## src/rtl/fetch_redirect_unit.sv

```systemverilog
// rtl/fetch_redirect_unit.sv - IF stage: PC, IF/ID latch, bne/j redirect with one-bubble squash.
// Optional branch statistics counters enabled by defining BRANCH_STATS_EN.
module fetch_redirect_unit #(
  parameter logic [31:0] RESET_PC  = 32'h0000_0000,
  parameter logic [31:0] NOP_INSTR = 32'h0000_0000
) (
  input  logic        Clk,
  input  logic        Rst,
  input  logic        Stall,
  input  logic        Branch,
  input  logic        Taken,
  input  logic [31:0] IMem_Data,
  output logic [31:0] IMem_Addr,
  output logic [31:0] IF_ID_Instr,
  output logic [31:0] IF_ID_PCPlus4,
  output logic        IF_ID_Valid,
  output logic        Redirect,
  output logic [31:0] BrCount,
  output logic [31:0] TakenCount
);

  typedef enum logic [1:0] {BOOT, RUN, FLUSH} state_t;

  state_t      state_q, state_d;
  logic [31:0] pc_q, pc_d;
  logic [31:0] instr_q, instr_d;
  logic [31:0] pcp4_q, pcp4_d;
  logic        valid_q, valid_d;

  logic [31:0] pc_plus4;
  logic [31:0] br_off;
  logic [31:0] target;
  logic        is_jump;

  assign pc_plus4 = pc_q + 32'd4;
  assign is_jump  = (instr_q[31:26] == 6'b000010);
  assign br_off   = {{14{instr_q[15]}}, instr_q[15:0], 2'b00};
  assign target   = is_jump ? {pcp4_q[31:28], instr_q[25:0], 2'b00} : (pcp4_q + br_off);

  // Only RUN can hold a valid instruction; BOOT and FLUSH always present a bubble.
  assign Redirect = Branch & Taken & valid_q & ~Stall & (state_q == RUN);

  always_comb begin
    state_d = state_q;
    pc_d    = pc_q;
    instr_d = instr_q;
    pcp4_d  = pcp4_q;
    valid_d = valid_q;
    if (!Stall) begin
      if (Redirect) begin
        state_d = FLUSH;
        pc_d    = target;
        instr_d = NOP_INSTR;
        pcp4_d  = 32'h0;
        valid_d = 1'b0;
      end else begin
        state_d = RUN;
        pc_d    = pc_plus4;
        instr_d = IMem_Data;
        pcp4_d  = pc_plus4;
        valid_d = 1'b1;
      end
    end
  end

  always_ff @(posedge Clk or negedge Rst) begin
    if (!Rst) begin
      state_q <= BOOT;
      pc_q    <= RESET_PC;
      instr_q <= NOP_INSTR;
      pcp4_q  <= 32'h0;
      valid_q <= 1'b0;
    end else begin
      state_q <= state_d;
      pc_q    <= pc_d;
      instr_q <= instr_d;
      pcp4_q  <= pcp4_d;
      valid_q <= valid_d;
    end
  end

  assign IMem_Addr     = pc_q;
  assign IF_ID_Instr   = instr_q;
  assign IF_ID_PCPlus4 = pcp4_q;
  assign IF_ID_Valid   = valid_q;

`ifdef BRANCH_STATS_EN
  logic [31:0] br_cnt_q, br_cnt_d;
  logic [31:0] tk_cnt_q, tk_cnt_d;

  always_comb begin
    br_cnt_d = br_cnt_q;
    tk_cnt_d = tk_cnt_q;
    if (Branch && valid_q && !Stall && (br_cnt_q != 32'hFFFF_FFFF))
      br_cnt_d = br_cnt_q + 32'd1;
    if (Redirect && (tk_cnt_q != 32'hFFFF_FFFF))
      tk_cnt_d = tk_cnt_q + 32'd1;
  end

  always_ff @(posedge Clk or negedge Rst) begin
    if (!Rst) begin
      br_cnt_q <= 32'h0;
      tk_cnt_q <= 32'h0;
    end else begin
      br_cnt_q <= br_cnt_d;
      tk_cnt_q <= tk_cnt_d;
    end
  end

  assign BrCount    = br_cnt_q;
  assign TakenCount = tk_cnt_q;
`else
  assign BrCount    = 32'h0;
  assign TakenCount = 32'h0;
`endif

endmodule

```

## config.mk

```make
export PLATFORM = sky130hd
export DESIGN_NAME = fetch_redirect_unit
export DESIGN_NICKNAME = d
export VERILOG_FILES = /design/src/rtl/fetch_redirect_unit.sv
export SDC_FILE = /design/constraint.sdc
export NUM_CORES = 1
export LEC_CHECK = 0
export CAP_MARGIN = 20
export CELL_PAD_IN_SITES_DETAIL_PLACEMENT = 0
export CELL_PAD_IN_SITES_GLOBAL_PLACEMENT = 1
export CORE_MARGIN = 10
export CORE_UTILIZATION = 38
export DETAILED_ROUTE_END_ITERATION = 7
export PLACE_DENSITY = 0.93
export SYNTH_ARGS = -nofsm -noshare
export SYNTH_HDL_FRONTEND = slang
export SYNTH_SLANG_ARGS = --single-unit
```

## constraint.sdc

```tcl
create_clock -name Clk -period 7.98 [get_ports Clk]
set_input_delay 2.394 -clock Clk [delete_from_list [all_inputs] [get_ports Clk]]
set_output_delay 2.394 -clock Clk [all_outputs]
set_load 0.03 [all_outputs]
```

# ---- Word-level counts from Yosys, hierarchy flattened
# Cells that the tools add are included.
dict set report op_classes {
  addsub 2
  eq_ne 2
  mux 6
  n_bitwise 5
}
# op count
set op_table {}
lappend op_table {{$mux W32} 4}
lappend op_table {{$add A32 B3 Y32 const B} 1}
lappend op_table {{$add A32 B32 Y32} 1}
lappend op_table {{$eq A6 B2 Y1 const B} 1}
lappend op_table {{$and A1 B1 Y1} 4}
lappend op_table {{$eq A2 B1 Y1 const B} 1}
lappend op_table {{$mux W2} 1}
lappend op_table {{$mux W1} 1}
lappend op_table {{$not A1 Y1} 1}
dict set report word_totals {
  regBits 99
  input_bits 37
  wordCells 20
}

# ---- Longest topological paths before layout
# Gate-level depths: netlist of the first run.
dict set report logic_depth {
  ltp_word 5
  mapped_depth 11
  depth_no_buf 11
}

# ---- Least setup slack after synthesis of the first run
# Ideal clock, no wire load.
dict set report synth_path {
  kind {input port to output port}
  start {in Stall}
  end {out Redirect}
  path_stages 6
  slack_ps 1892
  arrival_ps 3694
  required_ps 5586
  path_cell_list {nor2_1 > nand4_1 > inv_1 > clkbuf_1 > clkbuf_1 > buf_2}
}
dict set report synth_via {
  elab_chain_len 3
}
# element line_no
set synth_lines {}
lappend synth_lines {{from (decl)} 9} ;# input logic Stall,
lappend synth_lines {{$not A1 Y1} 41} ;# assign Redirect = Branch & Taken & valid_q & ~Stall & (state_q == RUN);
lappend synth_lines {{$and A1 B1 Y1 (2 in series)} 41}
lappend synth_lines {{to (decl)} 17} ;# output logic Redirect,
# Every way passes these cells.

# ---- Worst setup path after layout of the first run
# Same ends and word-level chain as after synthesis.

==> impl.org, run 1 <==
** Run status
- The flow ran to the end, and the final reports show no timing, DRC or antenna violations.

** Clock tree
- The cell sitting at the root of the clock tree is a sky130_fd_sc_hd__clkbuf_16.
- After clock tree synthesis, the clock-pin slew on the worst setup and hold paths is approximately 0.070 ns.
- Number of cells upsized or downsized after cts :: 0
- CTS built an H-tree with a depth of 3.
- After clock tree synthesis, the setup repair step added 0 buffers.
- Counting the buffers created by CTS gives 9.
- CTS tree :: done
- The clock reaches the later pin of the worst-skew pair after roughly 0.36 ns.
- Clock tree sinks :: around 100
- The number of hold buffers added after CTS was 0.
- No sink is reached through more buffers than the 2 on the longest clock path.

** Logic synthesis
- Main flop type after synthesis :: sky130_fd_sc_hd__dfrtp_1
- After technology mapping, the gate count stands at around 850.
- Counting flops with an async set or reset pin after synthesis yields a share of 100%.
- Synthesized area per cell :: around 8.2 µm²
- After synthesis, the cell types taking the most area are sky130_fd_sc_hd__dfrtp_1 (35%), sky130_fd_sc_hd__nand2_1 (7.8%), sky130_fd_sc_hd__buf_4 (6.9%).
- Register bit count reported by yosys :: 98
- The largest total area in the synthesized netlist belongs to sky130_fd_sc_hd__dfrtp_1.
- In this run the biggest area consumer among cell types represents a little over a third of the synthesized area.
- Synthesis instantiated 71 different standard cells from the library.
- Sequential cell area fraction in the yosys report :: between 30% and 40%
- Counting flops with a built-in enable in the synthesized netlist gives 0.
- Cell area after synthesis :: 6970 µm²
- Number of warnings issued by yosys :: 0

** STA
- Unrepaired setup endpoints after global routing :: no
- The tightest hold path in the finished design has a slack of between 0.5 and 0.6 ns.
- The final count of hold timing violations came to 0.
- Final critical-path share of the clock period :: 72.8%
- Once routing completed, OpenROAD measured the worst setup slack at between 2 and 2.5 ns.
- The max-slew violation count was 0.
- Tightest slew margin relative to the limit :: between 30 and 40%
- Setup violations remaining at the end of the flow were counted as 0.
- At the pin with the least slew margin, the transition time is just over 1 ns.
- Clock skew on the completed layout was measured at 0.0101 ns.
- Setup TNS :: 0 ns
- Max Clk Rate :: 0.172 GHz
- Time the final worst path needs with I/O delays and setup :: roughly 5.8 ns

** Cells and area
- Filler cells :: about 1.8k
- The area growth from synthesis to layout is 22.2%.
- Layout cells sized above 1 :: 5.32%
- With fillers left out, the area of the finished cells amounts to ~8500 µm².
- Fin util :: between 40% and 50%
- The repair_antennas step left the layout with diodes totalling 0.
- In the final design database the tool counted ~1k nets.

** GRT
- Via count of the first global-routing pass :: 6,220
- Pin count of the biggest net entering global routing :: approximately 100
- The initial antenna violation count is 0.
- Grt ovf :: 0
- Global routing consumed, over all layers together, between 10% and 20% of the routing resources.
- Wire length of the first global-routing pass :: around 35 mm

** Die
- Core Footprint :: ~18,000 µm²
- Total Die Area :: between 20,000 and 25,000 µm²
- 199 I/O pins were placed.
- For this configuration, the core starts out at a cell density of 38.7%.
- Die extent in x :: around 160 µm
- Y dimension of the die :: between 150 and 200 µm
- Std cell rows :: 49

** Critical path
- In this run the critical register-to-register path is captured at IMem_Addr[31].
- Most frequent cell on the critical path :: sky130_fd_sc_hd__buf_4
- Crit Path Category :: input pin to output port
- Worst setup path start :: Stall
- For this design, the slowest cell found on the critical path is sky130_fd_sc_hd__buf_4.
- Crit path DAT :: between 3 and 4 ns
- STA classifies the critical path endpoint as an output port.
- Launching element type of the critical path :: input pin
- The critical path goes through buf_4 > nor2_1 > nand4_1 > inv_1 > buf_4.
- The most critical setup path has its endpoint at Redirect.
- STA puts the critical path data required time at 5.59 ns.
- The setup check on the worst reg-to-reg path leaves a slack of about 4.7 ns.
- The largest single stage delay on the critical path is 0.46 ns.
- The startpoint identified for the worst register-to-register timing path is IF_ID_Instr[15].
- Of all nets on the critical path, the largest fanout is 63.
- Number of cells traversed by the worst register-to-register path :: 10

** Pwr
- Max rail drop VDD :: approximately 0.13 mV
- Pwr Density :: between 300 and 400 nW/µm²
- The analysis attributes to cell leakage a power of roughly 0.0037 µW.

** Routing
- Remaining number of nets flagged by the antenna check after routing :: 0
- In the routed layout, each cell is associated on average with a via count of 5.37.
- Via count :: roughly 6.4k
- DRC viols :: 0
- The final layout contains routed wiring with a total length of 22.1 mm.
- In the final routed layout, each cell accounts on average for 18.6 µm.
- Router iterations before antenna repair :: 5
- Violation count after the first detailed-routing iteration :: approximately 600

** Placed design
- Post-placement worst setup slack :: 2.15 ns
- In this run the tool buffered the top-level ports with approximately 130 buffer cells.
- The wire-length estimate of the detail-placed layout is approximately 16 mm.
- At the end of routability-driven placement, the weighted congestion stood at approximately 0.89.
- Summing all placed instances gives a cell area of about 8200 µm².

** Worst hold path
- The min-delay analysis places its worst path in the category flop to flop.

** Run
- # Max-Cap Violations :: 0
-- layer usage --
metal,up-vias,GRT usage (%),wire length [µm]
li1,3077,-,-
met1,2997,23.9,9830
met2,276,27.4,10100
met3,24,4.44,1850
met4,0,5.48,324
met5,-,0,0
-- worst max-delay path, delay by kind of cell --
family / cells / cell delay (ns)
buffers and inverters: 3 / 0.74
and+or+nand+nor: 2 / 0.28
-- synth_stat cells (all sizes together), types with 4 or more instances --
master,n
and3,10
o22ai,5
clkbuf,38
xor2,16
nor3,11
nand2,146
ha,30
a21oi,55
nor2,65
a21o,11
a22oi,5
a211oi,9
a31oi,10
nand4,8
o21ai,95
o31a,4
o211ai,8
inv,16
mux2i,4
dfrtp,98
nand3,30
and4,4
nand2b,9
o22a,5
xnor2,33
buf,74
o31ai,11
-- layout make-up --
type                       instances  area [µm²]  share of cell area [%]
multi-input combinational        688        4020                    47.2
inverter                          16        60.1                   0.706
tap                              229         287                    3.37
timing repair buffer             140        1380                    16.2
clock inverter                     5        62.6                   0.735
sequential                        98        2450                    28.8
clock buffer                      11         253                    2.97
-- power breakdown --
group | total (µW) | switching, µW | internal (µW)
logic | 1540 | 922 | 619
clock network | 468 | 207 | 262
registers | 857 | 218 | 638
-- flip-flops by register name (all words and copies together) (netlist names) --
register	flops
IF_ID_Instr	32
IMem_Addr	32
state_q	2
IF_ID_PCPlus4	32
-- logic make-up (layout without fill, tap and decap cells) --
| family | Yosys count | after routing | share of synthesized area, % |
|---|---|---|---|
| simple gates | 298 | 298 | 19.6 |
| compound gates | 242 | 242 | 22.2 |
| buf+inv | 128 | 172 | 10.5 |
| flops | 98 | 98 | 35.2 |
| xor+xnor | 49 | 49 | 6.16 |
| fa+ha+maj | 31 | 31 | 5.68 |
| mux | 4 | 4 | 0.575 |
| other cells | 1 | 64 | 0.0538 |
-- how the worst min path moves through the flow --
stage,from,end,slack [ns],cells past startpoint
CTS,state_q[1],state_q[1],0.50,2
finish,state_q[1],state_q[1],0.50,2
global route,state_q[1],state_q[1],0.52,2
detailed placement,state_q[1],state_q[1],0.48,2
global placement,state_q[1],state_q[1],0.47,2
floorplan,state_q[1],state_q[1],0.45,2
-- through the flow --
step,instances,power (µW)
finish,1187,2870
floorplan,914,1860
detailed placement,1170,2390
global route,1187,3050
global placement,1170,2380
CTS,1186,2870
-- placed cells by master, fill, tap and decap left out, types with 15 or more instances in the layout --
cell type,Yosys,layout
sky130_fd_sc_hd__o21ai_0,83,83
sky130_fd_sc_hd__ha_1,30,30
sky130_fd_sc_hd__xnor2_1,33,33
sky130_fd_sc_hd__clkdlybuf4s50_1,0,131
sky130_fd_sc_hd__nand2_1,145,145
sky130_fd_sc_hd__inv_1,15,15
sky130_fd_sc_hd__conb_1,1,64
sky130_fd_sc_hd__xor2_1,16,16
sky130_fd_sc_hd__a21oi_1,51,51
sky130_fd_sc_hd__nand3_1,29,29
sky130_fd_sc_hd__nor2_1,62,62
sky130_fd_sc_hd__dfrtp_1,98,98
(Power assumes the default switching activity.)
==> run 2: changes to the inputs <==
- CORE_UTILIZATION: 38 -> 35
- PLACE_DENSITY: 0.93 -> 0.87
- clock period: 7.98 -> 5.81 ns (I/O delays scaled with it)
==> impl.org, run 2 (synthesized netlist as in run 1, its figures left out) <==
** Die
- Die extent in x :: 161 µm
- The die covers ~26,000 µm².
- The core region is between 15,000 and 20,000 µm².
- The floorplan has a little over 50 rows.
- From bottom edge to top edge, the die measures 161 µm.
- During I/O placement, the number of pins put on the boundary was 199.
- Effective utilization at floorplan :: approximately 36%

** Routing
- DRC viols :: 0
- Wires add up to 21.8 mm.
- Violation count after the first detailed-routing iteration :: 456
- In this run the remaining antenna-violating nets after routing total 0.
- The first TritonRoute pass finished after 4 iterations.
- Dividing the detail-routed wire length by the instance count gives 17.8 µm.
- The detailed router placed approximately 6.3k vias in this run.
- Dividing the detail-routed via count by the number of cells gives 5.15.

** Cells and area
- The repair_antennas step left the layout with diodes totalling 0.
- In the layout the commonest cells are sky130_fd_sc_hd__nand2_1 (145), sky130_fd_sc_hd__clkdlybuf4s50_1 (131), sky130_fd_sc_hd__dfrtp_1 (98), sky130_fd_sc_hd__o21ai_0 (83), sky130_fd_sc_hd__conb_1 (64).
- Layout cells sized above 1 :: about 5.4%
- Relative to the synthesized area, the layout overhead comes to 23.1%.
- The library cell used most frequently in the layout, excluding fill and tap cells, is sky130_fd_sc_hd__nand2_1.
- For this run, the post-layout net count is around 1.0k.
- Fin util :: roughly 44%

** Clock tree
- Once the clock tree was built, the resizer swapped 0 gates to a different size.
- After clock tree synthesis, the clock-pin slew on the worst setup and hold paths is approximately 0.07 ns.
- No sink is reached through more buffers than the 2 on the longest clock path.
- TritonCTS created 9 clock buffers.
- CTS Hold Buffers Added :: 0
- Clock tree sinks :: slightly below 100
- The H-tree was split into 3 levels.
- The tree is rooted in a sky130_fd_sc_hd__clkbuf_16.
- The number of setup buffers added after CTS is 0.
- CTS tree :: done
- At the later pin of the worst-skew pair, clock insertion delay measures 0.35 ns.

** STA
- Setup repair after global routing left no endpoint under its margin.
- In this run the tightest slew margin relative to its limit is between 40 and 50%.
- The clock period could shrink to 4.50 ns.
- Setup skew after layout :: about 0.0075 ns
- Final critical-path share of the clock period :: approximately 77%
- Slew @ Worst Pin :: roughly 0.90 ns
- The max-slew violation count is 0.
- Final critical-path setup slack :: approximately 1.3 ns
- # setup viols final :: 0
- The final count of hold timing violations was 0.
- Based on the critical path, the design can be clocked at up to ~0.22 GHz.
- Setup TNS :: 0 ns

** Critical path
- Launching element type of the critical path :: input pin
- The largest individual stage delay along the critical path comes from the cell sky130_fd_sc_hd__buf_4.
- Counting both buffers and inverters, the worst setup path holds a total of 3.
- Of all nets on the critical path, the largest fanout is 64.
- Number of cells traversed by the worst register-to-register path :: 10
- Critical Path Stages :: 5
- Counting stages on the worst path, the most repeated cell is sky130_fd_sc_hd__buf_4.
- STA classifies the critical path endpoint as an output port.
- Critical path data required time :: around 4.1 ns
- Worst path cell trace :: buf_4 > nor2_1 > nand4_1 > inv_1 > buf_4
- Highest cell delay on the worst timing path :: 0.46 ns
- Data on the critical path arrives at its endpoint at 2.76 ns.
- Cell family with the largest share of critical-path delay :: buffers and inverters
- By startpoint and endpoint, the worst setup path is classified as input pin to output port.

** Run
- # Max-Cap Violations :: 0

** Pwr
- Of the total power, the share spent switching nets is a little under half.
- The analysis attributes to net switching a power of about 1900 µW.
- The share of total power dissipated in combinational logic is 53.5%.
- Leakage :: approximately 0.0037 µW
- The design draws between 3000 and 4000 µW.
- Cell internal pwr :: 2120 µW
- VDD sags by at most approximately 0.17 mV.
- Pwr Density :: 464 nW/µm²
- Of the total power, registers draw 29.7%.
- Of the total power, the clock network draws between 15 and 20%.

** Run status
- The run finished with clean final reports.

** GRT
- Total routing usage reported by global routing :: roughly 16%
- Via count of the first global-routing pass :: around 6.2k
- Wire length of the first global-routing pass :: roughly 35 mm
- Grt ovf :: 0
- Pin count of the biggest net entering global routing :: between 90 and 100
- The initial antenna violation count is 0.

** Worst hold path
- The worst hold path belongs to the class flop to flop.
- Along the worst hold path, the cell count comes to 2.

** Placed design
- At the end of routability-driven placement, the weighted congestion stood at 0.903.
- Timing analysis after detailed placement gives a worst setup slack of between 1 and 1.5 ns.
- During placement, the flow inserted port buffers numbering between 100 and 150.
- Final HPWL from detailed placement :: 16.2 mm
[run 2: cell type report]
type	instances	area, µm²
repair buffers	141	1390
flip-flops and latches	98	2450
clock buffers	10	239
fillers	1965	10900
multi-input cells	688	4020
well taps	265	332
clock inverters	6	88.8
inverters	16	60.1
[run 2: tightest hold or removal path, cell delays in order, from the launching register on]
cell                      delay [ns]
sky130_fd_sc_hd__dfrtp_1        0.35
sky130_fd_sc_hd__nand2_1        0.07
sky130_fd_sc_hd__nand2_1        0.06
[run 2: metrics by stage]
step	instances	area (µm²)	hold slack, ns
2_1_floorplan	914	7200	0.451
3_3_place_gp	1208	8250	0.479
3_5_place_dp	1208	8250	0.492
4_1_cts	1224	8580	0.516
5_1_grt	1224	8580	0.542
6_report	1224	8580	0.517
[run 2: path summary, 6_finish.rpt]
kind                                 start               to  slack, ns
min in group asynchronous              Rst  IF_ID_Instr[17]       1.47
max reg2reg                IF_ID_Instr[15]    IMem_Addr[31]       2.57
min reg2reg                   IMem_Addr[0]     IMem_Addr[0]       0.52
max in group asynchronous              Rst    IMem_Addr[30]       3.33
min                           IMem_Addr[0]     IMem_Addr[0]       0.52
max                                  Stall         Redirect       1.31
[run 2: per-layer routing]
layer | share of wire, % | track usage (%)
met1 | 45 | 22.0
met2 | 45 | 25.3
met3 | 8.4 | 4.75
met4 | 1.5 | 4.18
met5 | 0 | 0
[run 2: power groups by stage]
stage	logic (µW)	clock network [µW]	registers [µW]
3_3_place_gp	2100	0	1190
2_1_floorplan	1080	0	1480
6_report	2130	665	1180
4_1_cts	2130	683	1180
3_5_place_dp	2120	0	1190
5_1_grt	2310	711	1220
==> run 3: changes to the inputs <==
- clock period: 5.81 -> 4.5 ns (I/O delays scaled with it)
==> impl.org, run 3 (synthesized netlist as in run 1, its figures left out) <==
** Critical path
- In this run the critical register-to-register path is launched from IF_ID_Instr[15].
- STA classifies the critical path endpoint as an output port.
- Critical path capture point :: Redirect
- Number of cells traversed by the worst register-to-register path :: 10
- STA classifies the critical path startpoint as an input pin.
- Peak fanout along the critical path :: 2
- Worst R2R Setup Slack :: roughly 1.3 ns
- In this run the critical register-to-register path is captured at IMem_Addr[31].
- Critical path data required time :: about 3.2 ns
- STA puts the critical path data arrival time at approximately 2.3 ns.
- Crit Path Category :: input pin to output port
- In this run the worst setup path begins at Branch.

** Pwr
- Combinational cells account for between 50% and 60% of the total power.
- Max rail drop VDD :: ~0.21 mV
- Sequential Power Share :: approximately 30%
- Net switching is 47.1% of the power.
- Pwr Density :: 599 nW/µm²
- Net switching power :: about 2400 µW
- Cell internal pwr :: 2720 µW
- Clock power share :: between 15 and 20%
- In this run the static leakage power is between 0.003 and 0.004 µW.

** Die
- The floorplan step defined a die boundary enclosing 25,900 µm².
- Core Footprint :: between 15,000 and 20,000 µm²
- In this run the count of I/O pins placed on the die edge is roughly 200.
- Y dimension of the die :: between 150 and 200 µm
- In this run the horizontal extent of the chip is around 160 µm.
- Effective utilization at floorplan :: roughly 36%
- Std cell rows :: 51

** Routing
- Router iterations before antenna repair :: 4
- Remaining number of nets flagged by the antenna check after routing :: 0
- Via count :: around 6.3k
- DRC viols :: 0
- Final Routed Wirelength :: approximately 22 mm
- Via density per instance :: about 5.2
- After the first detailed-routing iteration, the DRC count stood at around 430.
- Per-cell routed wire length :: around 18 µm

** STA
- Number of hold violations in the final report :: 0
- Measured against its own limit, the worst slew margin works out to approximately a third.
- # setup viols final :: 0
- Setup repair after global routing left no endpoint under its margin.
- Across all hold checks on the routed design, the worst slack comes to 0.497 ns.
- For the final routed database, the setup TNS stands at 0 ns.
- Clock skew on the completed layout was measured at ~0.010 ns.
- The final critical path takes up approximately four fifths of the cycle.
- At the pin with the least slew margin, the transition time is 1.03 ns.
- Time the final worst path needs with I/O delays and setup :: 3.62 ns
- Number of max-slew violations in the final report :: 0
- Once routing completed, OpenROAD measured the worst setup slack at approximately 0.88 ns.
- Max Clk Rate :: ~0.28 GHz

** Run
- # Max-Cap Violations :: 0

** GRT
- Grt ovf :: 0
- Pin count of the biggest net entering global routing :: approximately 110
- Wire length of the first global-routing pass :: between 30 and 40 mm
- Number of antenna violations at the first check in global routing :: 0
- The number of global-route vias before repair is slightly above 6k.
- In the global route stage, overall resource usage came out at between 10% and 20%.

** Cells and area
- In the final layout, the multi-input gates occupy 4020 µm².
- The library cells used most frequently in the layout, excluding fill and tap cells, are sky130_fd_sc_hd__nand2_1 (145), sky130_fd_sc_hd__clkdlybuf4s50_1 (131), sky130_fd_sc_hd__dfrtp_1 (98), sky130_fd_sc_hd__o21ai_0 (83), sky130_fd_sc_hd__conb_1 (64).
- Counting the fill cells in the layout gives between 1.5k and 2k.
- Commonest non-fill, non-tap cell in the layout :: sky130_fd_sc_hd__nand2_1
- Fin util :: 43.9%
- The number of antenna diodes in the final layout is 0.
- Cells with a size suffix above 1 make up between 5 and 6% of the layout.
- Cell Count, Final, Fillers Out :: 1,225
- Net total in the final layout :: about 1.0k
- Total area of sequential cells :: between 2000 and 2500 µm²
- Compared with the post-synthesis result, the final layout area differs by 23.1%.

** Clock tree
- Max H-tree Level :: 3
- Clock tree sinks :: 98
- In this run the clock root is driven by a sky130_fd_sc_hd__clkbuf_16.
- Post-CTS Setup Bufs :: 0
- Inserted Clock Buffers :: 9
- Number of cells upsized or downsized after cts :: 0
- Clock transition at path regs :: around 0.07 ns
- At the later pin of the worst-skew pair, clock insertion delay measures between 0.3 and 0.4 ns.
- The longest clock path from root to sink contains 2 buffers.
- Hold repair after CTS inserted 0 buffers.
- TritonCTS built the clock tree.

** Placed design
- GP Congestion :: a little under 0.9
- Once placement completed, the tool counted placed cells totaling 1,210.
- During placement, the flow inserted port buffers numbering 134.
- Final HPWL from detailed placement :: approximately 17 mm
- Prior to clock tree synthesis, the placed netlist has a worst setup slack of approximately 0.86 ns.

** Run status
- The run finished with clean final reports.

** Worst hold path
- The worst hold path was traced through 2 stages.
- Worst min path class :: flop to flop
- Hold path startpoint :: state_q[1]
-- run 3: cell type report --
| type | instances | area share (%) |
|---|---|---|
| clock inverter | 5 | 0.934 |
| sequential | 98 | 28.6 |
| tap | 265 | 3.87 |
| clock buffer | 10 | 2.67 |
| inverter | 16 | 0.701 |
| timing repair buffer | 143 | 16.3 |
| multi-input combinational | 688 | 46.9 |
-- run 3: how the worst min path moves through the flow --
stage,to,slack (ns)
finish,state_q[1],0.50
global route,IMem_Addr[0],0.53
CTS,state_q[1],0.49
detailed placement,state_q[1],0.47
global placement,IMem_Addr[0],0.48
floorplan,state_q[1],0.45
-- run 3: worst max-delay path, cell delays in order --
cell                              delay [ns]
sky130_fd_sc_hd__clkdlybuf4s50_1        0.45
sky130_fd_sc_hd__nand4_1                0.14
sky130_fd_sc_hd__inv_1                  0.15
sky130_fd_sc_hd__buf_4                  0.18
-- run 3: routing by layer --
| metal | vias to the layer above | track usage (%) | share of wire (%) |
|---|---|---|---|
| li1 | 3080 | - | - |
| met1 | 2987 | 22.5 | 46 |
| met2 | 233 | 25.4 | 44 |
| met3 | 32 | 4.35 | 6.7 |
| met4 | 0 | 5.75 | 2.5 |
| met5 | - | 0 | 0 |
-- run 3: power groups by stage --
stage          Combinational [µW]  Sequential (µW)  Clock (µW)
6_report                     2760             1540         839
5_1_grt                      3000             1580         886
4_1_cts                      2770             1530         855
3_5_place_dp                 2750             1540           0
3_3_place_gp                 2740             1540           0
2_1_floorplan                1390             1910           0
-- run 3: stage by stage --
step | cell area (µm²) | total power [µW]
6_report | 8570 | 5140
5_1_grt | 8570 | 5460
4_1_cts | 8570 | 5150
3_5_place_dp | 8260 | 4290
3_3_place_gp | 8260 | 4270
2_1_floorplan | 7200 | 3300
